--- config.mk ---
export PLATFORM = sky130hd
export DESIGN_NAME = operand_serializer_flat
export DESIGN_NICKNAME = d
export VERILOG_FILES = /design/src/rtl/operand_serializer_if.sv /design/src/rtl/operand_serializer.sv /design/src/flat_wrapper.sv
export SDC_FILE = /design/constraint.sdc
export NUM_CORES = 1
export LEC_CHECK = 0
export ABC_AREA = 1
export BUFFER_PORTS_ARGS = -buffer_cell sky130_fd_sc_hd__buf_2
export CORE_MARGIN = 1.5
export CORE_UTILIZATION = 47
export CTS_CLUSTER_DIAMETER = 40
export CTS_CLUSTER_SIZE = 40
export DETAILED_ROUTE_END_ITERATION = 16
export PLACE_DENSITY = 0.72
export SETUP_SLACK_MARGIN = 0.4
export SLEW_MARGIN = 20
export SYNTH_ARGS = -nofsm -noshare
export SYNTH_HDL_FRONTEND = slang
export SYNTH_SLANG_ARGS = --single-unit
--- constraint.sdc ---
create_clock -name clk -period 1.45 [get_ports clk]
set_clock_uncertainty 0.1 [all_clocks]
set_input_delay 0.0725 -clock clk [delete_from_list [all_inputs] [get_ports clk]]
set_output_delay 0.0725 -clock clk [all_outputs]
set_load 0.01 [all_outputs]
--- src/rtl/operand_serializer_if.sv ---
// Operand load handshake and serial output bundle
// for the bit-serial adder feeder.
interface operand_serializer_if #(
  parameter int reglength = 3
);
  logic [reglength-1:0] a;
  logic [reglength-1:0] b;
  logic                 load_valid;
  logic                 load_ready;
  logic                 r1;
  logic                 r2;
  logic                 frame;
  logic                 first;
  logic                 done;

  modport master (
    output a, b, load_valid,
    input  load_ready, r1, r2, frame, first, done
  );

  modport slave (
    input  a, b, load_valid,
    output load_ready, r1, r2, frame, first, done
  );
endinterface

--- src/rtl/operand_serializer.sv ---
// Shifts two operands out LSB-first followed by
// zero flush slots that drain the adder carry.
module operand_serializer #(
  parameter int reglength = 3,
  parameter int flush_len = 1
) (
  input logic                 clk,
  input logic                 rst,
  operand_serializer_if.slave sif
);
  localparam int TOT = reglength + flush_len;
  localparam int CW  = $clog2(TOT) + 1;
  localparam logic [CW-1:0] LAST_D = CW'(reglength - 1);
  localparam logic [CW-1:0] LAST_F = CW'(TOT - 1);

  typedef enum logic [1:0] {
    IDLE,
    SHIFT,
    FLUSH
  } state_t;

  state_t               state;
  logic [reglength-1:0] sa;
  logic [reglength-1:0] sb;
  logic [reglength-1:0] sa_sh;
  logic [reglength-1:0] sb_sh;
  logic [CW-1:0]        cnt;

  // next bit of each operand, zero-filled from the top
  assign sa_sh = sa >> 1;
  assign sb_sh = sb >> 1;

  // frame sequencer; cnt holds the slot index on the outputs
  always_ff @(posedge clk) begin
    if (rst) begin
      state          <= IDLE;
      sa             <= '0;
      sb             <= '0;
      cnt            <= '0;
      sif.r1         <= 1'b0;
      sif.r2         <= 1'b0;
      sif.frame      <= 1'b0;
      sif.first      <= 1'b0;
      sif.done       <= 1'b0;
      sif.load_ready <= 1'b1;
    end else begin
      case (state)
        IDLE: begin
          sif.done <= 1'b0;
          if (sif.load_valid) begin
            state          <= SHIFT;
            sa             <= sif.a;
            sb             <= sif.b;
            cnt            <= '0;
            sif.r1         <= sif.a[0];
            sif.r2         <= sif.b[0];
            sif.frame      <= 1'b1;
            sif.first      <= 1'b1;
            sif.load_ready <= 1'b0;
          end
        end
        SHIFT: begin
          sif.first <= 1'b0;
          cnt       <= cnt + 1'b1;
          if (cnt == LAST_D) begin
            state  <= FLUSH;
            sif.r1 <= 1'b0;
            sif.r2 <= 1'b0;
          end else begin
            sa     <= sa_sh;
            sb     <= sb_sh;
            sif.r1 <= sa_sh[0];
            sif.r2 <= sb_sh[0];
          end
        end
        FLUSH: begin
          if (cnt == LAST_F) begin
            state          <= IDLE;
            sif.frame      <= 1'b0;
            sif.done       <= 1'b1;
            sif.load_ready <= 1'b1;
          end else begin
            cnt <= cnt + 1'b1;
          end
        end
        default: state <= IDLE;
      endcase
    end
  end
endmodule
--- src/flat_wrapper.sv ---
// flat-port wrapper written by rule: the top's interface ports become plain ports
module operand_serializer_flat 
#(
  parameter int reglength = 3,
  parameter int flush_len = 1
)
  (clk, rst, sif_a, sif_b, sif_load_valid, sif_load_ready, sif_r1, sif_r2, sif_frame, sif_first, sif_done);
  operand_serializer_if #(.reglength(reglength)) sif_i ();
  input logic clk;
  input logic rst;
  input wire logic [$bits(sif_i.a)-1:0] sif_a;
  input wire logic [$bits(sif_i.b)-1:0] sif_b;
  input wire logic [$bits(sif_i.load_valid)-1:0] sif_load_valid;
  output wire logic [$bits(sif_i.load_ready)-1:0] sif_load_ready;
  output wire logic [$bits(sif_i.r1)-1:0] sif_r1;
  output wire logic [$bits(sif_i.r2)-1:0] sif_r2;
  output wire logic [$bits(sif_i.frame)-1:0] sif_frame;
  output wire logic [$bits(sif_i.first)-1:0] sif_first;
  output wire logic [$bits(sif_i.done)-1:0] sif_done;
  assign sif_i.a = sif_a;
  assign sif_i.b = sif_b;
  assign sif_i.load_valid = sif_load_valid;
  assign sif_load_ready = sif_i.load_ready;
  assign sif_r1 = sif_i.r1;
  assign sif_r2 = sif_i.r2;
  assign sif_frame = sif_i.frame;
  assign sif_first = sif_i.first;
  assign sif_done = sif_i.done;
  operand_serializer #(.reglength(reglength), .flush_len(flush_len)) u_core (.clk(clk), .rst(rst), .sif(sif_i));
endmodule
==> impl_summary.log, run 1 <==
INFO  metric die_x = 45.0 um
INFO  metric ys_seq_elements = 15
INFO  metric power_frac_seq = 27.5%
INFO  metric final_cell_count_no_fill = 168
INFO  metric clkSlewWorstSetupHoldPaths = 0.10 ns
INFO  metric worstHoldPathType = in -> reg
INFO  metric floorplan.initialDensity = between 40 and 50%
INFO  metric port-buffer-count = 14
INFO  metric core_region_area = 1690 um^2
INFO  metric setup_violations = 0
INFO  metric avgRoutedWirePerCell = around 11 um
INFO  metric routabilityCongestion = between 0.7 and 0.8
INFO  metric syn_to_final_growth = 40.7%
INFO  metric p_total = ~2600 uW
INFO  metric synthesis.area_per_instance = roughly 6.5 um^2
INFO  metric power_frac_comb = between 60% and 70%
INFO  metric worst-path-max-fanout = 5
INFO  metric layout_min_cycle_time = around 1.3 ns
INFO  metric sequential_fraction_of_the_synthesis_area = between 30% and 40%
INFO  metric cts_buffers = 3
INFO  metric place_worst_setup_slack = about 0.11 ns
INFO  metric gr-total-overflow = 0
INFO  metric yosys_warnings = 0
INFO  metric clk-insertion-delay-late = around 0.29 ns
INFO  metric setup_slack = between 0.1 and 0.15 ns
INFO  metric slew_viol_final = 0
INFO  metric drtIter0Drc = 21
INFO  metric mostFrequentLayoutCell = nand2_1
INFO  metric grt_max_degree = 14
INFO  metric ant_nets = 0
INFO  metric timing.slew.headroom = around three quarters
INFO  metric firstDrtPassIters = 4
INFO  metric static-leakage-power = 0.000573 uW
INFO  metric power.density = approximately 2200 nW/um^2
INFO  metric numnets_final = about 170
INFO  metric synth_instances = around 130
INFO  metric hpwlAfterDp = 1.21 mm
INFO  metric layout.cells.most_common_list = nand2_1, nor2_1, inv_1
INFO  metric setup-tns-final = 0 ns
INFO  metric max_cap_viols = 0
INFO  metric drc_errors = 0
INFO  metric outcome = finished clean
INFO  metric grt_setup_unrepaired = true
INFO  metric rows = 15
INFO  metric tightest_slew = 0.390 ns
INFO  metric synthDistinctLibCells = 14
INFO  metric grt_first_pass_wirelength = around 3 mm
INFO  metric via_count_of_the_first_global_routing_pass = 689
INFO  metric worst_path_largest_cell_delay = between 0.4 and 0.5 ns
INFO  metric antennaDiodeCount = 0
INFO  metric power.share.switching = around 47%
INFO  metric min_period_over_period = roughly nine tenths
INFO  metric die_h = 45.0 um
INFO  metric internal_power_of_the_cells = roughly 1400 uW
INFO  metric drive_gt1_share = 35.8%
INFO  metric critPathCaptureType = flip-flop
INFO  metric cts.sink_count = 15
INFO  metric timing.critical_path.required = roughly 1.5 ns
INFO  metric mapped_area = 831 um^2
INFO  metric cts-htree-levels = 1
INFO  metric cts_tree = done
INFO  metric detailroute.via_count = between 800 and 900
INFO  metric clock_tree.buffer_depth = 2
INFO  metric max_freq = ~750 MHz
INFO  metric worstSetupStartpointType = flip-flop
INFO  metric crit_path_most_repeated_cell = nor2_1
INFO  metric crit_chain = inv_4 > ha_4 > nor2_1 > nand2_1 > a31oi_1 > nor2_1
INFO  metric routed_wirelength = 1.91 mm
INFO  metric number_of_antenna_violations_at_the_first_check_in_global_routing = 0
INFO  metric final.hold.worst_slack = between 0.015 and 0.02 ns
INFO  metric worst_path_max_delay_cell = dfxtp_4
INFO  metric number_of_instances_in_the_placed_design = between 150 and 200
INFO  metric p_clk_share = a little under a tenth
INFO  metric worstPathArrival = roughly 1.4 ns
INFO  metric die_area = between 2000 and 2500 um^2
INFO  metric critical-path-top-delay-family = flip-flops
INFO  metric crit_type = reg -> reg
INFO  metric crit_path_buf_inv_count = 1
INFO  metric grt_usage = between 20 and 25%
INFO  metric syn-num-nets = 144
INFO  metric clk_root_buffer_cell = clkbuf_4
INFO  metric power.switching = between 1000 and 1500 uW
INFO  metric drt-vias-per-instance = around 4.8
INFO  metric num_io_pins = 15
INFO  metric peakVddDrop = around 0.95 mV
INFO  metric timing_hold_violations_final = 0
## cell type report
class,count,area [um^2]
clock inverter,1,5.00
sequential,15,310
inverter,24,97.6
clock buffer,3,22.5
tap,17,21.3
timing repair buffer,20,120
fill,146,520
multi-input combinational,88,592
## power by group through the flow
stage	Sequential, uW	Clock, uW	Combinational, uW
detailed placement	713	0	1330
CTS	713	257	1590
global placement	707	0	1300
floorplan	739	0	1030
finish	720	247	1650
global route	740	274	1840
## cells by family after synthesis
kind of cell,after synthesis,share of synthesized area [%]
AND/OR/NAND/NOR,66,32.2
buffers and inverters,25,11.4
AO/OA/AOI/OAI,15,9.64
adder cells (fa/ha/maj),7,10.5
flip-flops,15,36.1
## cells in the mapped netlist, drive strengths merged
cell   instances  area share (%)
a21oi          6             3.6
ha             7              11
nand4          3             2.3
nand3          4             3.0
dfxtp         15              36
buf            1            0.60
inv           24              11
nor2          22             9.9
o21ai          8             5.3
nand2         37              17
a31oi          1            0.75
## routing by layer
layer  up-vias  share of wire, %  GRT usage, %
met5         -                 0             0
met4         0               1.7          7.06
met3         5               2.7          3.60
met2        15                52          37.7
met1       346                44          24.3
li1        439                 -             -
## state kept, by name, indices dropped and copies added, names as in the netlist
signal                 cells
u_core.cnt                 3
u_core.sa                  2
u_core.sb                  2
u_core.state               2
u_core.sif.done            1
u_core.sif.first           1
u_core.sif.frame           1
u_core.sif.load_ready      1
u_core.sif.r1              1
u_core.sif.r2              1
## metrics by stage
step / utilization, % / cell area [um^2]
after floorplan: - / 930
after global placement: 60.1 / 1020
after detailed placement: 60.1 / 1020
after CTS: 68.5 / 1160
after global routing: 69.2 / 1170
final: 69.2 / 1170
## worst paths after layout
kind	cells past startpoint	from	slack [ns]	to
min reg2reg	2	u_core.sif.load_ready	0.35	u_core.sif.load_ready
max reg2reg	6	u_core.state[0]	0.12	u_core.cnt[2]
max	6	u_core.state[0]	0.12	u_core.cnt[2]
min	5	sif_b[0]	0.02	u_core.sif.r2
## what timing repair did
action | CTS | global route
pin swaps | 4 | 1
gates cloned | 0 | 0
hold buffers | 2 | 0
hold endpoints to repair | 2 | 0
setup endpoints to repair | 15 | 15
setup buffers | 4 | 0
resized for setup | 10 | 6
## tightest hold or removal path: cells and delay by family
| kind | cells | cell delay [ns] |
|---|---|---|
| AOI/OAI and AO/OA | 2 | 0.12 |
| and+or+nand+nor | 2 | 0.11 |
| buffers and inverters | 1 | 0.07 |
Note: power is estimated with default switching activity, not from simulation.
==> inputs of run 2 (changes only) <==
CORE_UTILIZATION = 53   (was 47)
GPL_TIMING_DRIVEN = 0   (was not set)
PLACE_DENSITY = 0.76   (was 0.72)
clock period = 1.32 ns   (was 1.45 ns; I/O delays follow)
==> impl_summary.log, run 2 (same netlist as run 1, synthesis figures left out) <==
INFO  metric hold_path_startpoint = sif_a[1] (was sif_b[0])
INFO  metric grt_first_pass_wirelength = 2.76 mm (was 3.00 mm)
INFO  metric mostFrequentLayoutCell = nand2_1 (unchanged)
INFO  metric slew_viol_final = 0 (unchanged)
INFO  metric clk-insertion-delay-late = 0.27 ns (was 0.29 ns)
INFO  metric final_cell_count_no_fill = 167 (was 168)
INFO  metric gr-total-overflow = 0 (unchanged)
INFO  metric p_clk_share = 9.4% (was 9.5%)
INFO  metric routed_wirelength = 1.67 mm (was 1.91 mm)
INFO  metric grt_usage = 19.5% (was 20.8%)
INFO  metric timing.slew.headroom = 86.9% (was 73.9%)
INFO  metric clk_root_buffer_cell = clkbuf_4 (unchanged)
INFO  metric grt_setup_unrepaired = true (unchanged)
INFO  metric setup-tns-final = 0 ns (unchanged)
INFO  metric cts_tree = done (unchanged)
INFO  metric number_of_antenna_violations_at_the_first_check_in_global_routing = 0 (unchanged)
INFO  metric worst_path_max_delay_cell = dfxtp_4 (unchanged)
INFO  metric layout.cells.most_common_list = nand2_1, nor2_1, inv_1 (unchanged)
INFO  metric outcome = finished clean (unchanged)
INFO  metric largest_register_ff_count = 3 (unchanged)
INFO  metric final.hold.worst_slack = 0.0158 ns (was 0.0194 ns)
INFO  metric max_flop_register = u_core.cnt (unchanged)
INFO  metric setup.reg_to_reg.worst_slack = 0.03 ns (was 0.12 ns)
INFO  metric drc_errors = 0 (unchanged)
INFO  metric power_frac_seq = 28.3% (was 27.5%)
INFO  metric die_x = 42.6 um (was 45.0 um)
INFO  metric detailroute.via_count = 804 (was 805)
INFO  metric layout_min_cycle_time = 1.29 ns (was 1.33 ns)
INFO  metric setup_slack = 0.0272 ns (was 0.119 ns)
INFO  metric worstHoldPathType = in -> reg (unchanged)
INFO  metric layout_utilization = 78.3% (was 69.2%)
INFO  metric power.density = 2400 nW/um^2 (was 2240 nW/um^2)
INFO  metric tightest_slew = 0.196 ns (was 0.390 ns)
INFO  metric static-leakage-power = 0.000570 uW (was 0.000573 uW)
INFO  metric worst-path-max-fanout = 5 (unchanged)
INFO  metric multi_input_area = 586 um^2 (was 592 um^2)
INFO  metric crit_path_buf_inv_count = 1 (unchanged)
INFO  metric place_worst_setup_slack = -0.0167 ns (was 0.108 ns)
INFO  metric clock_tree.buffer_depth = 2 (unchanged)
INFO  metric max_freq = 774 MHz (was 751 MHz)
INFO  metric fillerInstances = 111 (was 146)
INFO  metric register_area = 315 um^2 (was 310 um^2)
INFO  metric worst_path_largest_cell_delay = 0.40 ns (was 0.41 ns)
INFO  metric worstSetupStartpoint = u_core.state[0] (unchanged)
INFO  metric number_of_instances_in_the_placed_design = 158 (unchanged)
INFO  metric via_count_of_the_first_global_routing_pass = 662 (was 689)
INFO  metric cts-htree-levels = 1 (unchanged)
INFO  metric core_region_area = 1490 um^2 (was 1690 um^2)
INFO  metric setup_violations = 0 (unchanged)
INFO  metric worstSetupStartpointType = flip-flop (unchanged)
INFO  metric cts.sink_count = 15 (unchanged)
INFO  metric drtIter0Drc = 15 (was 21)
INFO  metric timing.critical_path.required = 1.40 ns (was 1.54 ns)
INFO  metric drive_gt1_share = 37.1% (was 35.8%)
INFO  metric numnets_final = 168 (unchanged)
INFO  metric crit_chain = inv_4 > ha_4 > nor2_2 > nand2_2 > a31oi_1 > nor2_1 (was inv_4 > ha_4 > nor2_1 > nand2_1 > a31oi_1 > nor2_1)
INFO  metric cts_buffers = 3 (unchanged)
INFO  metric grt_max_degree = 11 (was 14)
INFO  metric power.switching = 1300 uW (was 1240 uW)
INFO  metric power.share.switching = 46.5% (was 47.4%)
INFO  metric avgRoutedWirePerCell = 9.98 um (was 11.3 um)
INFO  metric crit_type = reg -> reg (unchanged)
INFO  metric syn_to_final_growth = 40.4% (was 40.7%)
INFO  metric peakVddDrop = 1.35 mV (was 0.953 mV)
INFO  metric num_io_pins = 15 (unchanged)
INFO  metric routabilityCongestion = 0.778 (was 0.742)
INFO  metric worstPathArrival = 1.37 ns (was 1.42 ns)
INFO  metric port-buffer-count = 14 (unchanged)
INFO  metric internal_power_of_the_cells = 1500 uW (was 1370 uW)
INFO  metric die_area = 1810 um^2 (was 2030 um^2)
INFO  metric clkSlewWorstSetupHoldPaths = 0.10 ns (about the same)
INFO  metric timing_hold_violations_final = 0 (unchanged)
INFO  metric critPathCaptureType = flip-flop (unchanged)
INFO  metric ant_nets = 0 (unchanged)
INFO  metric die_h = 42.6 um (was 45.0 um)
INFO  metric r2r_start = u_core.state[0] (unchanged)
INFO  metric floorplan.initialDensity = 55.8% (was 49.2%)
INFO  metric antennaDiodeCount = 0 (unchanged)
INFO  metric hpwlAfterDp = 1.25 mm (was 1.21 mm)
INFO  metric critical-path-top-delay-family = flip-flops (unchanged)
INFO  metric power_frac_comb = 62.3% (was 63.0%)
INFO  metric rows = 14 (was 15)
INFO  metric drt-vias-per-instance = 4.81 (was 4.79)
INFO  metric firstDrtPassIters = 4 (unchanged)
INFO  metric max_cap_viols = 0 (unchanged)
INFO  metric min_period_over_period = 97.9% (was 91.8%)
[run 2: changes by cell type in the layout (fill, tap and decap cells not counted), moves of 2 or more]
cell	change
buf_4	-2
o21ai_1	+3
dfxtp_1	-4
o21ai_0	-2
dfxtp_2	+4
[run 2: worst paths after layout]
check / to / cells past startpoint
max: u_core.cnt[2] / 6
min: u_core.sa[1] / 5
max reg2reg: u_core.cnt[2] / 6
min reg2reg: u_core.sif.load_ready / 2
[run 2: power groups by stage]
stage | Combinational, uW | Clock [uW] | Sequential [uW]
after detailed placement | 1460 | 0 | 784
final | 1740 | 264 | 792
after global placement | 1420 | 0 | 776
after global routing | 1980 | 282 | 812
after CTS | 1530 | 269 | 790
after floorplan | 1140 | 0 | 812
[run 2: worst reg2reg max path, stage by stage, from the launching register on]
cell and delay, ns:
dfxtp_4 0.40, inv_4 0.06, ha_4 0.20, nor2_2 0.10, nand2_2 0.09, a31oi_1 0.18
nor2_1 0.06
[run 2: cell type report]
type / instances / share of cell area (%)
sequential: 15 / 27.0
multi-input combinational: 88 / 50.2
tap: 16 / 1.72
clock inverter: 1 / 0.429
buffer: 1 / 0.429
clock buffer: 3 / 1.93
timing repair buffer: 19 / 9.87
inverter: 24 / 8.37
[run 2: routing by layer]
metal	global-route usage, %	share of wire, %
met1	25.4	48
met2	32.9	49
met3	3.88	1.9
met4	5.00	0.78
met5	0	0
[run 2: timing repair]
action,4_1_cts,5_1_grt
hold endpoints to repair,4,0
setup endpoints to repair,15,21
gates resized for setup,5,16
setup buffers,1,1
pin swaps,6,3
hold buffers,3,0
[run 2: per-stage QoR]
stage | power, uW | instance area, um^2
floorplan | 1950 | 930
finish | 2800 | 1170
CTS | 2590 | 1100
detailed placement | 2250 | 1020
global route | 3070 | 1170
global placement | 2190 | 1020
